--- src/rtl/riscv_lsu_pkg.sv ---
// Shared definitions for the load/store unit: size codes, FSM state encoding
// and the small pure helpers that decode legality, byte enables and store data.
package riscv_lsu_pkg;

   localparam logic [2:0] LDST_B  = 3'd0;
   localparam logic [2:0] LDST_H  = 3'd1;
   localparam logic [2:0] LDST_W  = 3'd2;
   localparam logic [2:0] LDST_BU = 3'd4;
   localparam logic [2:0] LDST_HU = 3'd5;

   typedef logic [1:0] lsu_state_t;

   localparam lsu_state_t IDLE = 2'd0;
   localparam lsu_state_t REQ  = 2'd1;
   localparam lsu_state_t RESP = 2'd2;

   // Unsigned sizes only exist for loads; halfwords need even addresses,
   // words need word-aligned addresses.
   function automatic logic lsu_is_legal(input logic we,
                                         input logic [2:0] size,
                                         input logic [1:0] off);
      logic legal;
      legal = 1'b0;
      case (size)
         LDST_B:  legal = 1'b1;
         LDST_H:  legal = ~off[0];
         LDST_W:  legal = (off == 2'b00);
         LDST_BU: legal = ~we;
         LDST_HU: legal = ~we & ~off[0];
         default: legal = 1'b0;
      endcase
      return legal;
   endfunction

   // Byte lanes touched by an access of the given size at the given offset.
   function automatic logic [3:0] lsu_byte_enable(input logic [2:0] size,
                                                  input logic [1:0] off);
      logic [3:0] be;
      be = 4'b1111;
      case (size)
         LDST_B, LDST_BU: be = 4'b0001 << off;
         LDST_H, LDST_HU: be = 4'b0011 << {off[1], 1'b0};
         default:         be = 4'b1111;
      endcase
      return be;
   endfunction

   // Stores replicate the narrow datum into every lane so the byte enables
   // alone select where it lands.
   function automatic logic [31:0] lsu_store_data(input logic [2:0] size,
                                                  input logic [31:0] d);
      logic [31:0] wd;
      wd = d;
      case (size)
         LDST_B:  wd = {4{d[7:0]}};
         LDST_H:  wd = {2{d[15:0]}};
         default: wd = d;
      endcase
      return wd;
   endfunction

endpackage

--- src/rtl/riscv_lsu_load_align.sv ---
// Picks the addressed byte/halfword out of a memory word and sign- or
// zero-extends it to XLEN according to the load size.
module riscv_lsu_load_align
   import riscv_lsu_pkg::*;
(
   input  logic [31:0] rdata,
   input  logic [1:0]  off,
   input  logic [2:0]  size,
   output logic [31:0] data
);

   logic [7:0]  byte_sel;
   logic [15:0] half_sel;

   // Lane selection followed by extension; word loads pass straight through.
   always_comb begin
      byte_sel = rdata[{off, 3'b000} +: 8];
      half_sel = rdata[{off[1], 4'b0000} +: 16];
      data     = rdata;
      case (size)
         LDST_B:  data = {{24{byte_sel[7]}}, byte_sel};
         LDST_BU: data = {24'h000000, byte_sel};
         LDST_H:  data = {{16{half_sel[15]}}, half_sel};
         LDST_HU: data = {16'h0000, half_sel};
         default: data = rdata;
      endcase
   end

endmodule

--- src/rtl/riscv_lsu.sv ---
// Load/store unit: turns the execute stage's memory request into a single
// req/gnt/rvalid transaction on word-wide data memory, stalls the core until
// it completes, and returns extended load data to write-back.
module riscv_lsu
   import riscv_lsu_pkg::*;
(
   input  logic        clk_i,
   input  logic        rst_n_i,
   input  logic        lsu_req_i,
   input  logic        lsu_we_i,
   input  logic [2:0]  lsu_size_i,
   input  logic [31:0] lsu_addr_i,
   input  logic [31:0] lsu_data_i,
   output logic [31:0] lsu_data_o,
   output logic        lsu_stall_req_o,
   output logic        lsu_fault_o,
   output logic        data_req_o,
   output logic        data_we_o,
   output logic [3:0]  data_be_o,
   output logic [31:0] data_addr_o,
   output logic [31:0] data_wdata_o,
   input  logic        data_gnt_i,
   input  logic        data_rvalid_i,
   input  logic [31:0] data_rdata_i
);

   lsu_state_t  state_q;
   logic        we_q;
   logic [3:0]  be_q;
   logic [31:0] addr_q;
   logic [31:0] wdata_q;
   logic [1:0]  off_q;
   logic [2:0]  size_q;
   logic [31:0] load_data_q;

   logic        legal;
   logic        fault;
   logic        resp_done;
   logic        load_done;
   logic [31:0] align_data;

   riscv_lsu_load_align u_load_align (
      .rdata (data_rdata_i),
      .off   (off_q),
      .size  (size_q),
      .data  (align_data)
   );

   // Request decode: a fault is only raised when a new op is sampled in IDLE.
   always_comb begin
      legal     = lsu_is_legal(lsu_we_i, lsu_size_i, lsu_addr_i[1:0]);
      fault     = (state_q == IDLE) & lsu_req_i & ~legal;
      resp_done = (state_q == RESP) & data_rvalid_i;
      load_done = resp_done & ~we_q;
   end

   // Core-facing outputs; the finishing load's data bypasses the register.
   always_comb begin
      lsu_fault_o     = fault;
      lsu_stall_req_o = lsu_req_i & ~fault & ~resp_done;
      lsu_data_o      = load_done ? align_data : load_data_q;
   end

   // Memory-facing outputs come straight from the captured request.
   always_comb begin
      data_req_o   = (state_q == REQ);
      data_we_o    = we_q;
      data_be_o    = be_q;
      data_addr_o  = addr_q;
      data_wdata_o = wdata_q;
   end

   // Transaction FSM and request capture; reset abandons any open transaction.
   always_ff @(posedge clk_i) begin
      if (!rst_n_i) begin
         state_q     <= IDLE;
         we_q        <= 1'b0;
         be_q        <= 4'b0000;
         addr_q      <= 32'h0000_0000;
         wdata_q     <= 32'h0000_0000;
         off_q       <= 2'b00;
         size_q      <= LDST_B;
         load_data_q <= 32'h0000_0000;
      end else begin
         case (state_q)
            IDLE: begin
               if (lsu_req_i && legal) begin
                  we_q    <= lsu_we_i;
                  be_q    <= lsu_byte_enable(lsu_size_i, lsu_addr_i[1:0]);
                  addr_q  <= {lsu_addr_i[31:2], 2'b00};
                  wdata_q <= lsu_store_data(lsu_size_i, lsu_data_i);
                  off_q   <= lsu_addr_i[1:0];
                  size_q  <= lsu_size_i;
                  state_q <= REQ;
               end
            end
            REQ: begin
               if (data_gnt_i) begin
                  state_q <= RESP;
               end
            end
            RESP: begin
               if (data_rvalid_i) begin
                  if (!we_q) begin
                     load_data_q <= align_data;
                  end
                  state_q <= IDLE;
               end
            end
            default: state_q <= IDLE;
         endcase
      end
   end

endmodule
--- config.mk ---
export PLATFORM = sky130hd
export DESIGN_NAME = riscv_lsu
export DESIGN_NICKNAME = d
export VERILOG_FILES = /design/src/rtl/riscv_lsu_pkg.sv /design/src/rtl/riscv_lsu_load_align.sv /design/src/rtl/riscv_lsu.sv
export SDC_FILE = /design/constraint.sdc
export NUM_CORES = 1
export LEC_CHECK = 0
export BUFFER_PORTS_ARGS = -buffer_cell sky130_fd_sc_hd__buf_2
export CAP_MARGIN = 20
export CORE_MARGIN = 2
export CORE_UTILIZATION = 40
export CTS_BUF_LIST = sky130_fd_sc_hd__clkbuf_4
export DETAILED_ROUTE_END_ITERATION = 8
export PLACE_DENSITY = 0.67
export REMOVE_ABC_BUFFERS = 1
export SYNTH_ARGS = -nofsm -noshare
export SYNTH_HDL_FRONTEND = slang
export SYNTH_SLANG_ARGS = --single-unit
--- constraint.sdc ---
create_clock -name clk_i -period 4.1 [get_ports clk_i]
set_input_delay 0.205 -clock clk_i [delete_from_list [all_inputs] [get_ports clk_i]]
set_output_delay 0.205 -clock clk_i [all_outputs]
set_load 0.005 [all_outputs]
After elaboration in Yosys (flattened, before gate mapping)
Cells that the tools add are included.
{"block": "totals", "elab_cells": 56, "in_bits": 105, "ff_bits": 106}
{"block": "classes", "n_shift": 4, "n_mux": 9, "eq_ne": 12, "n_bitwise": 13, "n_reduce_logical": 10}
{"op": "one-hot mux 32 bit (4 select lines)", "count": 1}
{"op": "one-hot mux 32 bit (2 select lines)", "count": 1}
{"op": "two-way mux 32 bit", "count": 1}
{"op": "indexed part select 32 x 6 -> 16 bit", "count": 1}
{"op": "indexed part select 32 x 6 -> 8 bit", "count": 1}
{"op": "== test 3 bit, second input constant", "count": 4}
{"op": "one-hot mux 4 bit (2 select lines)", "count": 1}
{"op": "bitwise AND 1 bit", "count": 7}
{"op": "== test 3 x 1 -> 1 bit, second input constant", "count": 2}
{"op": "zero test 3 bit", "count": 2}
{"op": "two-way mux 2 bit", "count": 3}
{"op": "inverter 1 bit", "count": 6}
{"op": "one-hot mux 2 bit (3 select lines)", "count": 1}
{"op": "AND reduction 3 bit", "count": 2}
{"op": "one-hot mux 1 bit (5 select lines)", "count": 1}
{"op": "zero test 2 bit", "count": 2}
{"op": "!= test 2 x 1 -> 1 bit, second input constant", "count": 2}
{"op": "OR reduction 2 bit", "count": 2}
{"op": "<< shifter 1 x 2 -> 4 bit, first input constant", "count": 1}
{"op": "<< shifter 2 x 2 -> 4 bit, first input constant", "count": 1}
{"op": "== test 3 x 2 -> 1 bit, second input constant", "count": 1}
{"op": "== test 2 x 1 -> 1 bit, second input constant", "count": 1}
{"op": "== test 2 bit, second input constant", "count": 1}
{"op": "!= test 2 bit, second input constant", "count": 1}
{"op": "other kinds (2)", "count": 2}

Longest topological paths before layout
Gate-level depths: netlist of run 1.
{"block": "logic_depth", "depth_word": 8, "mapped_depth": 6}

Hierarchy
Synthesis of run 1 repeated with hierarchy kept, for this count alone.
{"block": "unflattened", "cells_unflattened": 581, "hier_area_um2": 5052.3}
{"mod": "riscv_lsu", "area_per_inst_um2": 4424.2, "cells_each": 472, "seq_area_each_um2": 2122.0, "instances": 1}
{"mod": "riscv_lsu_load_align", "area_per_inst_um2": 628.1, "cells_each": 109, "seq_area_each_um2": 0.0, "instances": 1}

Worst setup path after synthesis of run 1
Ideal clock, no wire load.
{"block": "synth_path", "kind": "register to output", "startpoint": "register off_q[1]", "endpoint": "output port lsu_data_o[16]", "arrival_ns": 1.554, "path_stages_with_launch": 7, "slack_ns": 2.341, "cell_sequence": "dfxtp_1 > buf_2 > mux2i_1 > o32ai_1 > a21oi_1 > clkbuf_1 > a21oi_1"}
{"block": "synth_between", "elab_chain_len": 3, "word_cells_on_any_way": 4, "cone_classes": "shift (2); mux (2)"}
{"element": "start: declaration", "line": "riscv_lsu.sv:32", "rtl": "logic [1:0] off_q;"}
{"element": "start signal: assignment", "line": "riscv_lsu.sv:92", "rtl": "off_q <= lsu_addr_i[1:0];"}
{"element": "indexed part select 32 x 6 -> 16 bit / indexed part select 32 x 6 -> 8 bit (equally long branches)", "line": "riscv_lsu_load_align.sv:18, riscv_lsu_load_align.sv:17"}
{"element": "one-hot mux 32 bit (4 select lines) (*)", "line": "riscv_lsu_load_align.sv:20", "rtl": "case (size)"}
{"element": "two-way mux 32 bit (*)", "line": "riscv_lsu.sv:61", "rtl": "lsu_data_o = load_done ? align_data : load_data_q;"}
{"element": "end: declaration", "line": "riscv_lsu.sv:14", "rtl": "output logic [31:0] lsu_data_o,"}
Mark *: on every way between the ends. The rest lies on a longest branch, timed or not.

Worst setup path after layout of run 1
{"block": "layout_path", "startpoint": "register size_q[1]", "endpoint": "output port lsu_data_o[8]"}
{"block": "layout_between", "elab_chain_len": 3, "word_cells_on_any_way": 6, "cone_classes": "eq/ne (3); mux (2); reduce/logical (1)"}
{"element": "start: declaration", "line": "riscv_lsu.sv:33", "rtl": "logic [2:0] size_q;"}
{"element": "start signal: assignment", "line": "riscv_lsu.sv:93", "rtl": "size_q <= lsu_size_i;"}
{"element": "== test 3 bit (tied with other cells)", "line": "riscv_lsu_load_align.sv:20"}
{"element": "one-hot mux 32 bit (4 select lines) (*)", "line": "riscv_lsu_load_align.sv:20"}
{"element": "two-way mux 32 bit (*)", "line": "riscv_lsu.sv:61"}
Marks and branches as above.

==> flow_summary.toml, run 1 <==
[grt]
grt.overflow.total = 0
antenna_found_initial = 0
grt_pass1_vias = 5212
grt_util_all_layers = 0.2403
grt_first_pass_wirelength_um = 25150
grt_max_degree = 74

[worst_setup_path]
path_class = "reg2out"
critPathLaunchType = "flip-flop"
end_kind = "output port"
crit_arrival_ns = 2.96
cp.required_ns = 3.89
path_max_fanout = 29
reg2reg_depth = 4

[pwr]
combPwrFrac = 0.177
p_leak_nw = 2.886
p_int_mw = 1.497
ir_drop_uv = 200.2
power_frac_seq = 0.535
clockPowerShare = 0.288
power.density_nw_per_um2 = 310.3
p_sw_mw = 0.5649
switching_share = 0.2739
p_total_mw = 2.062

[synth]
synth-edff-count = 0
syn_area_um2 = 4787
synth_xor_area_frac = 0
yosys-top-cells-count = "nand2_1 (137), dfxtp_1 (106), a21oi_1 (78), nor2_1 (63), a211oi_1 (37)"
synth-compound-area-share = 0.2360
yosysMostFrequentCell = "nand2_1"
ys_warn_count = 0
synth_top_area_frac = 0.4433
yosys_most_used_dff = "dfxtp_1"
synthArstFlopShare = 0
synthSimpleGateAreaFrac = 0.2156
ys_ff_latch = 106
synth_top_family_by_area = "compound AO/OA/AOI/OAI gates"
synthTopCellsByArea = "dfxtp_1 (44%), nand2_1 (11%), a21oi_1 (8.2%), a211oi_1 (5.8%), nor2_1 (4.9%)"
syn_avg_cell_area_um2 = 7.835
synth_fa_ha_area_frac = 0
ys_seq_area_frac = 0.4433
synth.area.mux_share = 0.04809
yosysTopAreaCell = "dfxtp_1"
synthDistinctLibCells = 47
netlist_instances = 611

[routing]
drc = 0
drtAntennaViolNets = 0
vias = 5373
drtPass1Iterations = 4
drtIter0Drc = 396
wl_um = 15520
viasPerCell = 5.395
wl_per_cell_um = 15.58

[floorplanning]
ioPinCount = 209
start_util = 0.4139
die_w_um = 113.4
coreArea_um2 = 11560
die_area_um2 = 12860
die-height_um = 113.4
rows = 39

[sta]
finalHoldViolations = 0
setup_viol = 0
finalCritPeriodShare = 0.7717
worstMarginPinSlew_ns = 1.032
slew_headroom = 0.3120
period_needed_ns = 3.164
rsz0062_at_grt = "false"
slew_viol_final = 0
clock_skew_ns = 0.01290
clock.fmax_mhz = 316.1
finalSetupTns_ns = 0

[final_layout]
areaGrowthSynthToFinish_pct = 38.81
nNetsFinal = 953
drive_gt1_frac = 0.2767
diodes = 0
fillCellCount = 1024

[clocking]
cts_max_path_buffers = 2
clk_pin_slew_ns = 0.16
clkLatencyLatePin_ns = 0.47
cts_resized = 0
cts_tree = "yes"
cts.sinks = 106
clock-root-buffer = "clkbuf_4"
numCtsBuffers = 9
cts_htree_levels = 3

[hold_path]
whs_path_depth = 3
min_path_type = "in2reg"

[placed_design]
io_buffers = 206
place_congestion = 0.8792
hpwlAfterDp_um = 10070

[run_status]
status = "finished clean"

[run]
drv_cap = 0
[worst paths after layout]
kind	from	end	slack (ns)
setup / recovery	size_q[1]	lsu_data_o[8]	0.94
hold / removal	lsu_data_i[29]	data_wdata_o[29]	0.04
setup reg to reg	size_q[1]	load_data_q[11]	1.61
hold reg to reg	size_q[2]	size_q[2]	0.46
[cells in the final DEF, fill, tap and decap left out, types with 2 or more instances in the layout]
| cell | synthesis | final |
|---|---|---|
| buf_2 | 17 | 206 |
| nand2_1 | 137 | 137 |
| dfxtp_1 | 106 | 106 |
| a21oi_1 | 78 | 77 |
| dlygate4sd3_1 | 0 | 64 |
| nor2_1 | 63 | 63 |
| a211oi_1 | 37 | 37 |
| mux2i_1 | 23 | 23 |
| o21ai_0 | 17 | 17 |
| nor3_1 | 12 | 12 |
| a311oi_1 | 11 | 11 |
| clkbuf_4 | 0 | 10 |
| inv_1 | 9 | 9 |
| nand2b_1 | 8 | 8 |
| o211ai_1 | 8 | 8 |
| or3_1 | 7 | 7 |
| o32ai_1 | 6 | 6 |
| buf_4 | 4 | 5 |
| a31oi_1 | 4 | 4 |
| nand3b_1 | 3 | 3 |
| nor2b_1 | 2 | 2 |
| nand3_1 | 2 | 2 |
| clkinv_2 | 0 | 2 |
| and2_1 | 2 | 2 |
| conb_1 | 1 | 2 |
| clkinv_1 | 0 | 2 |
| bufinv_16 | 0 | 2 |
[logic make-up after synthesis]
logic type / count (synthesis)
buffers and inverters: 62
and+or+nand+nor: 243
muxes: 23
other: 1
AOI/OAI and AO/OA: 176
DFF: 106
[through the flow]
stage	utilization	hold slack [ns]	setup WS, ns	cell area, um^2	std cells
after floorplan	-	0.3267	1.365	4559	560
after global placement	0.5044	0.4397	1.286	5833	915
after detailed placement	0.5044	0.4459	1.275	5833	915
after CTS	0.5733	0.001407	0.7141	6630	995
after global routing	0.5746	0.02395	0.7126	6645	996
final	0.5746	0.04325	0.9362	6645	996
[metal layers]
layer,track usage,share of wire,wire length [um],vias up
li1,-,-,-,2602
met1,0.2932,0.41,6314,2458
met2,0.3944,0.47,7370,279
met3,0.07439,0.094,1454,34
met4,0.1016,0.024,379,0
met5,0,0,0,-
[layout make-up]
type,instances,area [um^2],share of cell area
clock inverters,6,81.33,0.01224
multi-input cells,444,2405,0.3619
clock buffers,10,75.07,0.01130
well taps,143,178.9,0.02693
flip-flops and latches,106,2122,0.3193
inverters,10,38.79,0.005837
repair buffers,277,1744,0.2625
[worst max-delay path: stages (launching register included)]
cell and delay [ns]:
dfxtp_1 0.98, or3b_1 0.38, o22ai_2 0.14, a211oi_2 0.67, a21oi_1 0.16, buf_2 0.17
[what timing repair did]
action,in CTS,in global routing
hold buffers,64,0
hold endpoints to repair,66,0
setup buffers,0,0
[sequential cells by signal, indices dropped and copies added, names as in the netlist]
signal	count
off_q	2
state_q	2
data_be_o	4
size_q	3
data_addr_o	30
data_we_o	1
load_data_q	32
data_wdata_o	32
[power groups by stage]
stage	logic, mW	clock network, mW	registers (mW)
after global placement	0.308	0	1.12
after CTS	0.360	0.616	1.10
final	0.365	0.595	1.10
after detailed placement	0.313	0	1.12
after floorplan	0.148	0	1.12
after global routing	0.402	0.653	1.11
Power figures use the tool's default switching activity.
==> inputs of run 2 (changes only) <==
- PLACE_DENSITY: 0.67 -> 0.7
- clock period: 4.1 -> 2.7 ns (I/O delays scaled with it)
==> run 2 against run 1 <==
  * Die area unchanged
  * First-iteration DRC count decreased by 5.3%
  * Hold slack improved by 0.013 ns
  * Critical path type unchanged
  * Largest cell class unchanged
==> flow_summary.toml, run 2 (same netlist as run 1, synthesis figures left out) <==
[run]
drv_cap = 0

[sta]
setup_viol = 0
clock.fmax_mhz = 397.7
slew_headroom = 0.5630
timing.hold.ws_ns = 0.05599
worstMarginPinSlew_ns = 0.6555
period_needed_ns = 2.514
slew_viol_final = 0
rsz0062_at_grt = "false"
finalSetupTns_ns = 0
finalHoldViolations = 0
finalCritPeriodShare = 0.9312
clock_skew_ns = 0.01518

[worst_setup_path]
crit_family = "compound AO/OA/AOI/OAI gates"
r2r_start = "state_q[1]"
r2r_slack_ns = 0.32
cp.required_ns = 2.57
end_kind = "output port"
path_class = "reg2out"
rr_endpoint = "data_wdata_o[23]"
crit_arrival_ns = 2.38
path_max_fanout = 15
cpMaxStageDelayCell = "dfxtp_1"
cp-startpoint = "off_q[1]"
crit_chain = "buf_4, nand2b_1, o22a_1, o221ai_1, o21ai_0, buf_2"
critPathLaunchType = "flip-flop"
worst-path-buf-inv = 2
cp_slowest_stage_delay_ns = 0.48
reg2reg_depth = 6

[final_layout]
final_cell_mix = "buf_2 (206), nand2_1 (137), dfxtp_1 (105)"
layout_commonest_cell = "buf_2"
nNetsFinal = 988
multiInputGateArea_um2 = 2405
areaGrowthSynthToFinish_pct = 45.69
seq_area_um2 = 2123
fillCellCount = 981
diodes = 0
drive_gt1_frac = 0.2736

[grt]
grt_first_pass_wirelength_um = 26140
grt_pass1_vias = 5461
grt_util_all_layers = 0.2511
antenna_found_initial = 0
grt_max_degree = 90
grt.overflow.total = 0

[routing]
wl_per_cell_um = 16.11
vias = 5529
drc = 0
drtIter0Drc = 375
wl_um = 16610
viasPerCell = 5.363
drtAntennaViolNets = 0
drtPass1Iterations = 7

[placed_design]
place_congestion = 0.9484
io_buffers = 206
hpwlAfterDp_um = 10550

[pwr]
power.density_nw_per_um2 = 444.4
clockPowerShare = 0.265
power_frac_seq = 0.540
p_int_mw = 2.215
ir_drop_uv = 313.1
combPwrFrac = 0.196
p_leak_nw = 3.036
p_sw_mw = 0.8845
switching_share = 0.2854

[clocking]
clkLatencyLatePin_ns = 0.49
cts_max_path_buffers = 2
cts_htree_levels = 3
clk_pin_slew_ns = 0.14
numCtsBuffers = 9
cts.sinks = 106
cts_tree = "yes"
post-cts-setup-buffers = 0
clock-root-buffer = "clkbuf_4"

[floorplanning]
coreArea_um2 = 11560
ioPinCount = 209
die_w_um = 113.4
die_area_um2 = 12860
die-height_um = 113.4
start_util = 0.4139
rows = 39

[hold_path]
min_path_type = "in2reg"
holdPathEnd = "size_q[1]"
hold_start = "lsu_size_i[1]"
whs_path_depth = 3

[run_status]
status = "finished clean"
run 2: cell types whose count changed in the layout (fill, tap and decap cells not counted), sizes merged:
| cell | before | now |
|---|---|---|
| bufinv | 2 | 1 |
| buf | 213 | 219 |
| dlygate4sd3 | 64 | 93 |
| inv | 9 | 10 |
run 2: stage by stage:
stage | power, mW | setup slack, ns | cells | cell area (um^2) | util
after floorplan | 1.932 | 0.02793 | 560 | 4559 | -
after global placement | 2.177 | 0.7244 | 922 | 5911 | 0.5111
after detailed placement | 2.187 | 0.6959 | 922 | 5911 | 0.5111
after CTS | 3.102 | 0.1870 | 1031 | 6973 | 0.6029
after global routing | 3.228 | 0.05699 | 1031 | 6974 | 0.6031
final | 3.099 | 0.1858 | 1031 | 6974 | 0.6031
run 2: routing by layer:
metal	vias to the layer above	global-route usage	share of wire
met5	-	0	0
met4	0	0.1122	0.025
met3	32	0.06482	0.084
met2	279	0.4279	0.48
met1	2545	0.2985	0.41
li1	2673	-	-
run 2: power by group through the flow:
stage,Combinational [mW],Sequential [mW],Clock [mW]
after floorplan,0.225,1.71,0
after global placement,0.477,1.70,0
after detailed placement,0.484,1.70,0
after CTS,0.590,1.67,0.841
after global routing,0.660,1.68,0.887
final,0.606,1.67,0.820
run 2: worst min-delay path, cell delays in order:
cell	delay, ns
buf_2	0.20
nand2_1	0.10
a21oi_1	0.06
run 2: cell type report:
class / instances / share of cell area
clock buffers: 10 / 0.01076
clock inverters: 6 / 0.008073
multi-input cells: 444 / 0.3448
flip-flops and latches: 106 / 0.3044
inverters: 10 / 0.005562
repair buffers: 312 / 0.3007
well taps: 143 / 0.02565
run 2: what timing repair did:
item	CTS	global route
hold buffers	93	0
hold endpoints to repair	93	0
resized for setup	0	1
setup endpoints to repair	0	3
run 2: worst max path at each step:
stage | slack [ns] | cells after the start | end
detailed placement | 0.70 | 6 | data_wdata_o[2]
global placement | 0.72 | 6 | data_wdata_o[26]
global route | 0.06 | 6 | lsu_data_o[24]
finish | 0.19 | 6 | lsu_data_o[5]
CTS | 0.19 | 6 | lsu_data_o[24]
floorplan | 0.03 | 4 | load_data_q[31]
==> inputs of run 3 (changes only) <==
- ABC_AREA: unset -> 1
- PLACE_DENSITY: 0.7 -> 0.68
==> run 3 against run 2 <==
  * Non-clock buffer count down 50
  * Register-to-register slack better by 0.64 ns
  * Hold slack lost 0.012 ns
  * Largest cell class unchanged
==> flow_summary.toml, run 3 <==
[floorplanning]
rows = 43
die_w_um = 121.7
ioPinCount = 209
start_util = 0.4042
die-height_um = 121.7
die_area_um2 = 14820
coreArea_um2 = 13720

[pwr]
p_int_mw = 2.157
power_frac_seq = 0.520
combPwrFrac = 0.223
power.density_nw_per_um2 = 446.9
clockPowerShare = 0.258
p_leak_nw = 3.825
switching_share = 0.3311
p_sw_mw = 1.068
ir_drop_uv = 296.1

[routing]
viasPerCell = 4.754
drc = 0
drtPass1Iterations = 5
top_layer = "met4"
met3_length_um = 1320
drtAntennaViolNets = 0
wl_met1_um = 7340
vias = 6056
drtIter0Drc = 315
wl_met2_um = 7215
wl_per_cell_um = 12.69
wl_um = 16170

[grt]
antenna_found_initial = 1
grt_first_pass_wirelength_um = 25940
grt_max_degree = 101
grt.overflow.total = 0
grt_util_all_layers = 0.2170
grt_pass1_vias = 5358

[clocking]
cts_tree = "yes"
numCtsBuffers = 9
cts_htree_levels = 3
cts_max_path_buffers = 2
post-cts-setup-buffers = 0
cts.sinks = 106
clock-root-buffer = "clkbuf_4"
clk_pin_slew_ns = 0.17
clkLatencyLatePin_ns = 0.50

[synth]
ys_seq_area_frac = 0.3827
syn_area_um2 = 5545
synth_fa_ha_area_frac = 0
yosys-top-cells-count = "nand2_1 (250), nor2_1 (115), dfxtp_1 (106), nand3_1 (105), a21oi_1 (91)"
ys_warn_count = 0
synth-compound-area-share = 0.08755
synth.area.mux_share = 0
synth_top_area_frac = 0.3827
synth_top_family_by_area = "simple AND/OR/NAND/NOR gates"
synthDistinctLibCells = 25
netlist_instances = 874
synthTopCellsByArea = "dfxtp_1 (38%), nand2_1 (17%), nand3_1 (9.5%), a21oi_1 (8.2%), nor2_1 (7.8%)"
yosysTopAreaCell = "dfxtp_1"
synth_xor_area_frac = 0
synthSimpleGateAreaFrac = 0.4190
ys_ff_latch = 106
synthArstFlopShare = 0
synth-edff-count = 0
yosys_most_used_dff = "dfxtp_1"
syn_avg_cell_area_um2 = 6.345
yosysMostFrequentCell = "nand2_1"

[sta]
timing.hold.ws_ns = 0.04391
clock.fmax_mhz = 422.4
rsz0062_at_grt = "false"
clock_skew_ns = 0.02116
setup_viol = 0
finalCritPeriodShare = 0.8768
finalHoldViolations = 0
worstMarginPinSlew_ns = 0.7621
slew_viol_final = 0
finalSetupTns_ns = 0
period_needed_ns = 2.367
slew_headroom = 0.4912

[placed_design]
place_congestion = 0.8176
io_buffers = 206
hpwlAfterDp_um = 10630

[final_layout]
areaGrowthSynthToFinish_pct = 30.12
nNetsFinal = 1193
drive_gt1_frac = 0.2543
final_cell_mix = "nand2_1 (247), buf_2 (206), nor2_1 (114)"
fillCellCount = 1451
layout_commonest_cell = "nand2_1"

[worst_setup_path]
cp.required_ns = 2.57
path_class = "reg2out"
cpMaxStageDelayCell = "dfxtp_1"
crit_chain = "nand3_1, nor2_2, buf_4, inv_1, nor2_1, nand2_1, nand2_1, buf_2"
critPathLaunchType = "flip-flop"
path_max_fanout = 53
end_kind = "output port"
crit_arrival_ns = 2.23
cpMostUsedCell = "nand2_1"
cp_slowest_stage_delay_ns = 0.41

[run_status]
status = "finished clean"

[run]
drv_cap = 0

[hold_path]
min_path_type = "in2reg"
-- run 3: cell types whose count changed after synthesis, sizes merged, moves of 21 or more --
cell | before | now
a211oi | 38 | 0
buf | 24 | 45
inv | 10 | 77
mux2i | 23 | 0
nand2 | 137 | 253
nand3 | 2 | 105
nor2 | 63 | 117
or2 | 0 | 33
-- run 3: cell type report --
class                      instances  area [um^2]  share of cell area
sequential                       106         2122              0.2941
antenna                            1        2.502           0.0003468
timing repair buffer             262         1602              0.2220
inverter                          78        292.8             0.04058
tap                              180        225.2             0.03121
multi-input combinational        631         2836              0.3931
clock inverter                     7        67.56            0.009364
clock buffer                       9        67.56            0.009364
-- run 3: power groups by stage --
stage	sequential [mW]	clock (mW)	combinational (mW)
floorplan	1.72	0	0.354
global placement	1.71	0	0.663
detailed placement	1.71	0	0.665
CTS	1.68	0.859	0.717
global route	1.69	0.927	0.807
finish	1.68	0.831	0.719
-- run 3: kinds of logic after synthesis --
| kind of cell | Yosys count |
|---|---|
| buf+inv | 138 |
| other cells | 1 |
| compound gates | 96 |
| flops | 106 |
| simple gates | 533 |
-- run 3: worst paths after layout --
path | slack (ns) | cells past startpoint | start | endpoint
hold reg to reg | 0.47 | 2 | data_addr_o[11] | data_addr_o[11]
setup reg to reg | 0.96 | 7 | state_q[1] | load_data_q[12]
hold / removal | 0.04 | 5 | data_rdata_i[3] | load_data_q[3]
setup / recovery | 0.33 | 8 | state_q[1] | lsu_data_o[10]
-- run 3: per-layer routing --
layer | vias up | GRT usage
met4 | 0 | 0.08118
li1 | 3169 | -
met1 | 2640 | 0.2901
met5 | - | 0
met3 | 22 | 0.05478
met2 | 225 | 0.3380
-- run 3: critical path: cells and delay by family (launching register included) --
kind                   cells  cell delay, ns
DFF                        1            0.41
and+or+nand+nor            5            0.54
buffers and inverters      3            0.78
-- run 3: repair_timing --
item                                    in CTS  in global routing
endpoints found under the setup margin       0                  9
hold buffers                                45                  0
endpoints found under the hold margin       52                  0
gates resized for setup                      0                  1
-- run 3: per-stage QoR --
step / instances / setup slack [ns] / util / total power [mW] / area (um^2)
floorplan: 815 / -0.9796 / - / 2.071 / 5231
global placement: 1212 / 0.8044 / 0.4829 / 2.369 / 6625
detailed placement: 1212 / 0.7453 / 0.4829 / 2.372 / 6625
CTS: 1273 / 0.1626 / 0.5256 / 3.252 / 7211
global route: 1274 / 0.04508 / 0.5259 / 3.420 / 7216
finish: 1274 / 0.3327 / 0.5259 / 3.225 / 7216
